`src/rtl/event_blinker_pkg.sv`:
```
// Shared definitions for the event blinker and other indicator blocks:
// FSM state encodings and default blink timing constants.
package event_blinker_pkg;

   typedef enum logic [1:0] {
      IDLE = 2'd0,
      ON   = 2'd1,
      OFF  = 2'd2
   } blink_state_e;

   localparam int unsigned DEF_TMR_W       = 24;
   localparam logic [23:0] DEF_ON_TICKS    = 24'd6250000;
   localparam logic [23:0] DEF_OFF_TICKS   = 24'd6250000;
   localparam int unsigned DEF_MAX_PENDING = 7;

endpackage

```
`src/rtl/event_blinker_timer.sv`:
```
// Loadable down-counter with zero detect; holds at zero until reloaded.
module blink_timer
   import event_blinker_pkg::*;
#(
   parameter int unsigned TMR_W = DEF_TMR_W
) (
   input  logic             CLK,
   input  logic             RST_n,
   input  logic             load,
   input  logic [TMR_W-1:0] load_value,
   output logic             expired
);

   logic [TMR_W-1:0] cnt_q, cnt_d;

   always_comb begin
      cnt_d = cnt_q;
      if (load)
         cnt_d = load_value;
      else if (cnt_q != '0)
         cnt_d = cnt_q - TMR_W'(1);
   end

   always_ff @(posedge CLK or negedge RST_n) begin
      if (!RST_n)
         cnt_q <= '0;
      else
         cnt_q <= cnt_d;
   end

   assign expired = (cnt_q == '0);

endmodule

```
`src/rtl/event_blinker.sv`:
```
// Turns single-cycle event pulses into ON/OFF blinks, queueing events that
// arrive mid-blink in a saturating pending counter.
module event_blinker
   import event_blinker_pkg::*;
#(
   parameter int unsigned      TMR_W       = DEF_TMR_W,
   parameter logic [TMR_W-1:0] ON_TICKS    = TMR_W'(DEF_ON_TICKS),
   parameter logic [TMR_W-1:0] OFF_TICKS   = TMR_W'(DEF_OFF_TICKS),
   parameter int unsigned      MAX_PENDING = DEF_MAX_PENDING,
   localparam int unsigned     PEND_W      = $clog2(MAX_PENDING + 1)
) (
   input  logic              CLK,
   input  logic              RST_n,
   input  logic              in,
   output logic              out,
   output logic              busy,
   output logic [PEND_W-1:0] pending,
   output logic              dropped
);

   localparam logic [TMR_W-1:0]  ON_LOAD  = ON_TICKS - TMR_W'(1);
   localparam logic [TMR_W-1:0]  OFF_LOAD = OFF_TICKS - TMR_W'(1);
   localparam logic [PEND_W-1:0] PEND_MAX = PEND_W'(MAX_PENDING);

   blink_state_e      state_q, state_d;
   logic [PEND_W-1:0] pend_q, pend_d;
   logic              out_q, out_d;
   logic              busy_q, busy_d;
   logic              dropped_q, dropped_d;

   logic              start;
   logic              inc, dec;
   logic              tmr_load, tmr_expired;
   logic [TMR_W-1:0]  tmr_load_val;

   blink_timer #(.TMR_W(TMR_W)) u_timer (
      .CLK        (CLK),
      .RST_n      (RST_n),
      .load       (tmr_load),
      .load_value (tmr_load_val),
      .expired    (tmr_expired)
   );

   // Next state; every entry into ON or OFF reloads the timer.
   always_comb begin
      state_d      = state_q;
      start        = 1'b0;
      tmr_load     = 1'b0;
      tmr_load_val = ON_LOAD;
      unique case (state_q)
         IDLE: start = in || (pend_q != '0);
         ON: begin
            if (tmr_expired) begin
               state_d      = OFF;
               tmr_load     = 1'b1;
               tmr_load_val = OFF_LOAD;
            end
         end
         OFF: begin
            if (tmr_expired) begin
               if (in || (pend_q != '0))
                  start = 1'b1;
               else
                  state_d = IDLE;
            end
         end
         default: state_d = IDLE;
      endcase
      if (start) begin
         state_d      = ON;
         tmr_load     = 1'b1;
         tmr_load_val = ON_LOAD;
      end
   end

   // A fresh pulse starting a blink bypasses the queue; otherwise a start
   // drains one queued event, which is nonzero whenever start fires without in.
   always_comb begin
      inc       = in && !start;
      dec       = start && !in;
      pend_d    = pend_q;
      dropped_d = 1'b0;
      if (inc && !dec) begin
         if (pend_q == PEND_MAX)
            dropped_d = 1'b1;
         else
            pend_d = pend_q + PEND_W'(1);
      end else if (dec && !inc) begin
         pend_d = pend_q - PEND_W'(1);
      end
   end

   always_comb begin
      out_d  = (state_d == ON);
      busy_d = (state_d != IDLE);
   end

   always_ff @(posedge CLK or negedge RST_n) begin
      if (!RST_n)
         state_q <= IDLE;
      else
         state_q <= state_d;
   end

   always_ff @(posedge CLK or negedge RST_n) begin
      if (!RST_n) begin
         pend_q    <= '0;
         out_q     <= 1'b0;
         busy_q    <= 1'b0;
         dropped_q <= 1'b0;
      end else begin
         pend_q    <= pend_d;
         out_q     <= out_d;
         busy_q    <= busy_d;
         dropped_q <= dropped_d;
      end
   end

   assign out     = out_q;
   assign busy    = busy_q;
   assign pending = pend_q;
   assign dropped = dropped_q;

endmodule

```
`config.mk`:
```
export PLATFORM = sky130hd
export DESIGN_NAME = event_blinker
export DESIGN_NICKNAME = d
export VERILOG_FILES = /design/src/rtl/event_blinker_pkg.sv /design/src/rtl/event_blinker_timer.sv /design/src/rtl/event_blinker.sv
export SDC_FILE = /design/constraint.sdc
export NUM_CORES = 1
export LEC_CHECK = 0
export BUFFER_PORTS_ARGS = -buffer_cell sky130_fd_sc_hd__buf_2
export CORE_MARGIN = 8
export CORE_UTILIZATION = 67
export CTS_BUF_LIST = sky130_fd_sc_hd__clkbuf_8
export CTS_CLUSTER_DIAMETER = 30
export DETAILED_ROUTE_END_ITERATION = 10
export PLACE_DENSITY_LB_ADDON = 0.15
export SLEW_MARGIN = 15
export SYNTH_ARGS = -nofsm -noshare
export SYNTH_HDL_FRONTEND = slang
export SYNTH_SLANG_ARGS = --single-unit
```
`constraint.sdc`:
```
create_clock -name CLK -period 6.2 [get_ports CLK]
set_clock_uncertainty 0.05 [all_clocks]
set_input_delay 0.31 -clock CLK [delete_from_list [all_inputs] [get_ports CLK]]
set_output_delay 0.31 -clock CLK [all_outputs]
set_load 0.02 [all_outputs]
```
[Word-level counts from Yosys, hierarchy flattened]
Index checks and enable logic that the tools add are counted.
Storage, ports and cells
  memory bits (writable): 0
  bits in latches: 0
  word-level logic and storage cells: 49
  bits of input ports: 3
  memories kept: 0
  bits in read-only memories: 0
  flip-flop bits (word level): 32
Cells by class
  eq/ne operators: 5
  add/sub/neg operators: 3
  shift operators: 0
  bitwise gates (word level): 0
  order comparisons: 0
  muxes and demuxes: 18
  reduce and logical (&&, ||, !) cells: 17
  $mul: 0
  divide/modulo/power cells: 0
Operator list (number)
  24-bit 2-to-1 mux: 2
  24-bit logical NOT: 1
  24-bit nonzero test: 1
  24-bit by 1-bit subtractor with 24-bit output (second input constant): 1
  3-bit 2-to-1 mux: 3
  2-bit 2-to-1 mux: 4
  1-bit 2-to-1 mux: 7
  2-bit case mux with 3 select lines: 1
  2-bit nonzero test: 3
  2-bit by 1-bit equality test with 1-bit output (second input constant): 2
  1-bit logical AND: 4
  1-bit logical NOT: 4
  3-bit by 1-bit adder with 3-bit output (second input constant): 1
  3-bit equality test (second input constant): 1
  3-bit nonzero test: 1
  3-bit by 1-bit subtractor with 3-bit output (second input constant): 1
  2-bit equality test (second input constant): 1
  2-bit logical NOT: 1
  2-bit != test (second input constant): 1
  1-bit case mux with 2 select lines: 1
  2-bit AND reduction: 1
  1-bit logical OR: 1

[Logic depth before layout (Yosys ltp)]
  word-level depth: 11
  gate-level depth with buffers: 11
  depth with buffers taken out: 11

[Cells and area by module]
Synthesis repeated with hierarchy kept, for this count alone.
Unflattened totals
  cell total of the unflattened synthesis: 225
  area, all modules: 2084.5 µm²
By module, submodules not included
  blink_timer: sequential area each 600.6 µm², area each 1506.4 µm², instances 1, cells each 164
  event_blinker: sequential area each 200.2 µm², area each 578.1 µm², instances 1, cells each 61

[Least setup slack after synthesis]
No wires, ideal clock.
  kind: register to register
  start: register u_timer.cnt_q[12]
  end: register pend_q[1] (netlist: pending[1])
  arrival: 2733 ps
  period minus slack after synthesis: 2913 ps
  slack: 3287 ps
  stages on the path, launching flop included: 9
  data required time: 6019 ps
  buffers on the path: 0
  path through: dfrtp_1 or4_4 nor4_4 nand4_2 and2_4 o21ai_0 fa_1 a221oi_1 a21oi_1
Between the ends
  elaborated cells on any way between the ends: 14
RTL lines
  from (decl): line event_blinker_timer.sv:14  | logic [TMR_W-1:0] cnt_q, cnt_d;
  from (signal assigned): line event_blinker_timer.sv:28  | cnt_q <= cnt_d;
  24-bit logical NOT *: line event_blinker_timer.sv:31  | assign expired = (cnt_q == '0);
  1-bit 2-to-1 mux *: line event_blinker.sv:60  | if (tmr_expired) begin
  1-bit case mux with 2 select lines *: line event_blinker.sv:50  | unique case (state_q)
  1-bit logical NOT / 1-bit logical AND (equally long branches): line event_blinker.sv:79, event_blinker.sv:80
  1-bit logical AND / 1-bit logical NOT (equally long branches): line event_blinker.sv:79, event_blinker.sv:83
  1-bit logical AND *: line event_blinker.sv:83  | if (inc && !dec) begin
  3-bit 2-to-1 mux *: line event_blinker.sv:83
  named net pend_d[1]: line event_blinker.sv:26  | logic [PEND_W-1:0] pend_q, pend_d;
  to (signal assigned): line event_blinker.sv:112  | pend_q <= pend_d;
  to (decl): line event_blinker.sv:26
Mark *: on every way through the listed nets, which the timed path passes. The rest lies on a longest branch.
A chain may end at the register's enable or synchronous reset.

[Worst setup path after layout]
Ends and elaborated chain as after synthesis.

==> flow_summary.yaml <==
global_route:
  grt_util_met2_pct: 29.3
  busiest_layer: "met2"
  grt_overflow_total: 0
  grt_pass1_vias: 1296
  grt_max_degree: 33
  grt_antenna_before_repair: 0
  grt_pass1_wl_um: 6020
  use_met1_pct: 21.1
  gr-usage-met3_pct: 5.13
  grt_usage_pct: 17.6
critical_path:
  worst-setup-path-type: "flip-flop to flip-flop"
  start_kind: "flip-flop"
  rrSetupSlack_ns: 2.75
  critPathMaxFanout: 13
  crit_required_ns: 6.32
  timing.critical_path.arrival_ns: 3.57
  cp-end-kind: "flip-flop"
die:
  die_h_um: 67.2
  die-area_mm2: 0.00451
  placementRows: 18
  dieWidth_um: 67.2
  coreArea_mm2: 0.00248
  initial_core_util_pct: 70.8
  pin_count: 9
route:
  wl_per_cell_um: 16.1
  vias: 1329
  drt_pass1_iterations: 4
  drc: 0
  avgViaCountPerCell: 6.10
  drt_wl_total_um: 3510
  dr.first_iter.drc_count: 74
  ant_nets: 0
clocking:
  cts_hold_buf: 0
  ctsResizeCount: 0
  clockBufferDepth: 2
  clock_latency_ns: 0.29
  numCtsBuffers: 5
  clk_pin_slew_ns: 0.07
  cts_root_buf: "clkbuf_8"
  postCtsSetupBuffers: 0
  cts_num_sinks: 32
  cts-htree-levels: 2
  cts_tree: "done"
place:
  gp_congestion: 0.815
  dp_hpwl_um: 2280
  port_buffers: 8
  post_dp_cell_area_mm2: 0.00180
power_and_ir_drop:
  ir_worst_vdd_uv: 348
  p_comb_share_pct: 27.6
  p_per_area_mw_per_mm2: 362
  p_sw_share_pct: 34.7
  p_int_mw: 0.452
  p_leak_nw: 0.736
  seq_power_share_pct: 44.5
  switchingPower_mw: 0.240
  clockPowerShare_pct: 27.9
final_layout:
  fillers: 157
  regArea_um2: 801
  nets: 192
  n_antenna_cell: 0
  area.growth.synth_to_final_pct: 9.06
  drive_above_1_share_pct: 17.0
  finish.instance_area_mm2: 0.00191
  multi_input_area_um2: 907
  utilization_pct: 77.2
logic_synthesis:
  synthTopCellsByArea: "dfrtp_1 46%, nand2_1 6.0%, xor2_1 5.0%"
  ys_types: 45
  ys_warn_count: 0
  synth_nets: 181
  synth-seq-cells: 32
  yosysSeqAreaShare_pct: 45.7
  synth_common_cells: "32 x dfrtp_1, 28 x nand2_1, 19 x nor2_1"
  avgSynthCellArea_um2: 9.96
  yosys_most_used_dff: "dfrtp_1"
  synthesis.area_mm2: 0.00175
  synth_top_area_cell: "dfrtp_1"
  yosysMostFrequentCell: "dfrtp_1"
  synth_edf_count: 0
  yosysTopAreaCellShare_pct: 45.7
  postSynth.asyncResetShare_pct: 100
  syn-instance-count: 176
min_path:
  hold_class: "input port to asynchronous set/reset pin"
sta:
  max_freq_mhz: 290
  post-route-period-util_pct: 55.7
  hold_violations: 0
  finalSetupViolCount: 0
  drv_slew: 0
  rsz0062_at_grt: "false"
  fin_crit_ns: 3.45
  slew_headroom_pct: 55.5
  finalSetupTns_ns: 0
  worst_pin_slew_ns: 0.668
job:
  cap_violations: 0
status:
  run_status: "finished, final reports clean"
[registers in the layout, indices dropped and copies added, names as in the netlist]
register / flops
pending: 3
busy: 1
dropped: 1
state_q: 2
u_timer.cnt_q: 24
out: 1
[layer usage]
layer | up-vias | share of wire (%) | wire length (um)
met3 | 6 | 3.4 | 121
li1 | 642 | - | -
met2 | 21 | 51 | 1780
met5 | - | 0 | 0
met1 | 660 | 44 | 1550
met4 | 0 | 1.6 | 55
[layout make-up]
| type | count | share of cell area, % |
|---|---|---|
| clock buffer | 5 | 3.60 |
| sequential | 32 | 41.9 |
| tap | 30 | 1.96 |
| multi-input combinational | 136 | 47.4 |
| inverter | 3 | 0.589 |
| clock inverter | 3 | 2.03 |
| timing repair buffer | 9 | 2.49 |
[stage by stage]
step / hold slack, ns / setup WS [ns] / cells / total power [mW]
2_1_floorplan: -0.0356 / 3.29 / 176 / 0.448
3_3_place_gp: 0.330 / 2.87 / 210 / 0.487
3_5_place_dp: 0.339 / 2.76 / 210 / 0.497
4_1_cts: 0.0357 / 2.75 / 218 / 0.693
5_1_grt: 0.0765 / 2.54 / 218 / 0.734
6_report: 0.00453 / 2.75 / 218 / 0.693
[critical path, cell delays in order, from the launching register on]
cell and delay, ns:
dfrtp_1 0.40, or4_4 0.58, nor4_4 0.47, nand4_2 0.42, and2_4 0.33, o21ai_0 0.25, fa_1 0.49, a221oi_1 0.27
a21oi_1 0.06
[cell families after synthesis]
logic type	count (synthesis)	synth area share [%]
multiplexers	3	1.78
flip-flops	32	45.7
AO/OA/AOI/OAI	25	9.99
AND/OR/NAND/NOR	87	28.6
adder cells (fa/ha/maj)	2	1.86
XOR/XNOR	19	9.49
buffers and inverters	8	2.57
[power groups by stage]
| stage | Combinational (mW) | Sequential [mW] | Clock [mW] |
|---|---|---|---|
| final | 0.191 | 0.308 | 0.194 |
| after global routing | 0.211 | 0.315 | 0.208 |
| after CTS | 0.193 | 0.307 | 0.194 |
| after detailed placement | 0.188 | 0.309 | 0 |
| after global placement | 0.182 | 0.305 | 0 |
| after floorplan | 0.140 | 0.308 | 0 |
[final timing paths]
kind | from | end | cells past startpoint
max | u_timer.cnt_q[12] | pending[1] | 8
min | RST_n | u_timer.cnt_q[21] | 1
max reg2reg | u_timer.cnt_q[12] | pending[1] | 8
min reg2reg | u_timer.cnt_q[4] | u_timer.cnt_q[4] | 2
max in group asynchronous | RST_n | busy | 1
min in group CLK | in | pending[1] | 3
[layout by cell type, fill, tap and decap left out, types with 2 or more instances in the layout]
cell type	n
a21oi_1	8
a31oi_1	2
buf_2	8
clkbuf_8	5
dfrtp_1	32
inv_1	4
mux2i_1	2
nand2_1	28
nand3_1	5
nor2_1	19
nor2b_1	2
nor3_1	6
nor4_1	4
nor4_4	2
o211ai_1	3
o21ai_0	4
or3_1	2
or4_1	3
or4_4	5
xnor2_1	9
xor2_1	10
No activity file was read; power rests on OpenSTA's default activity.
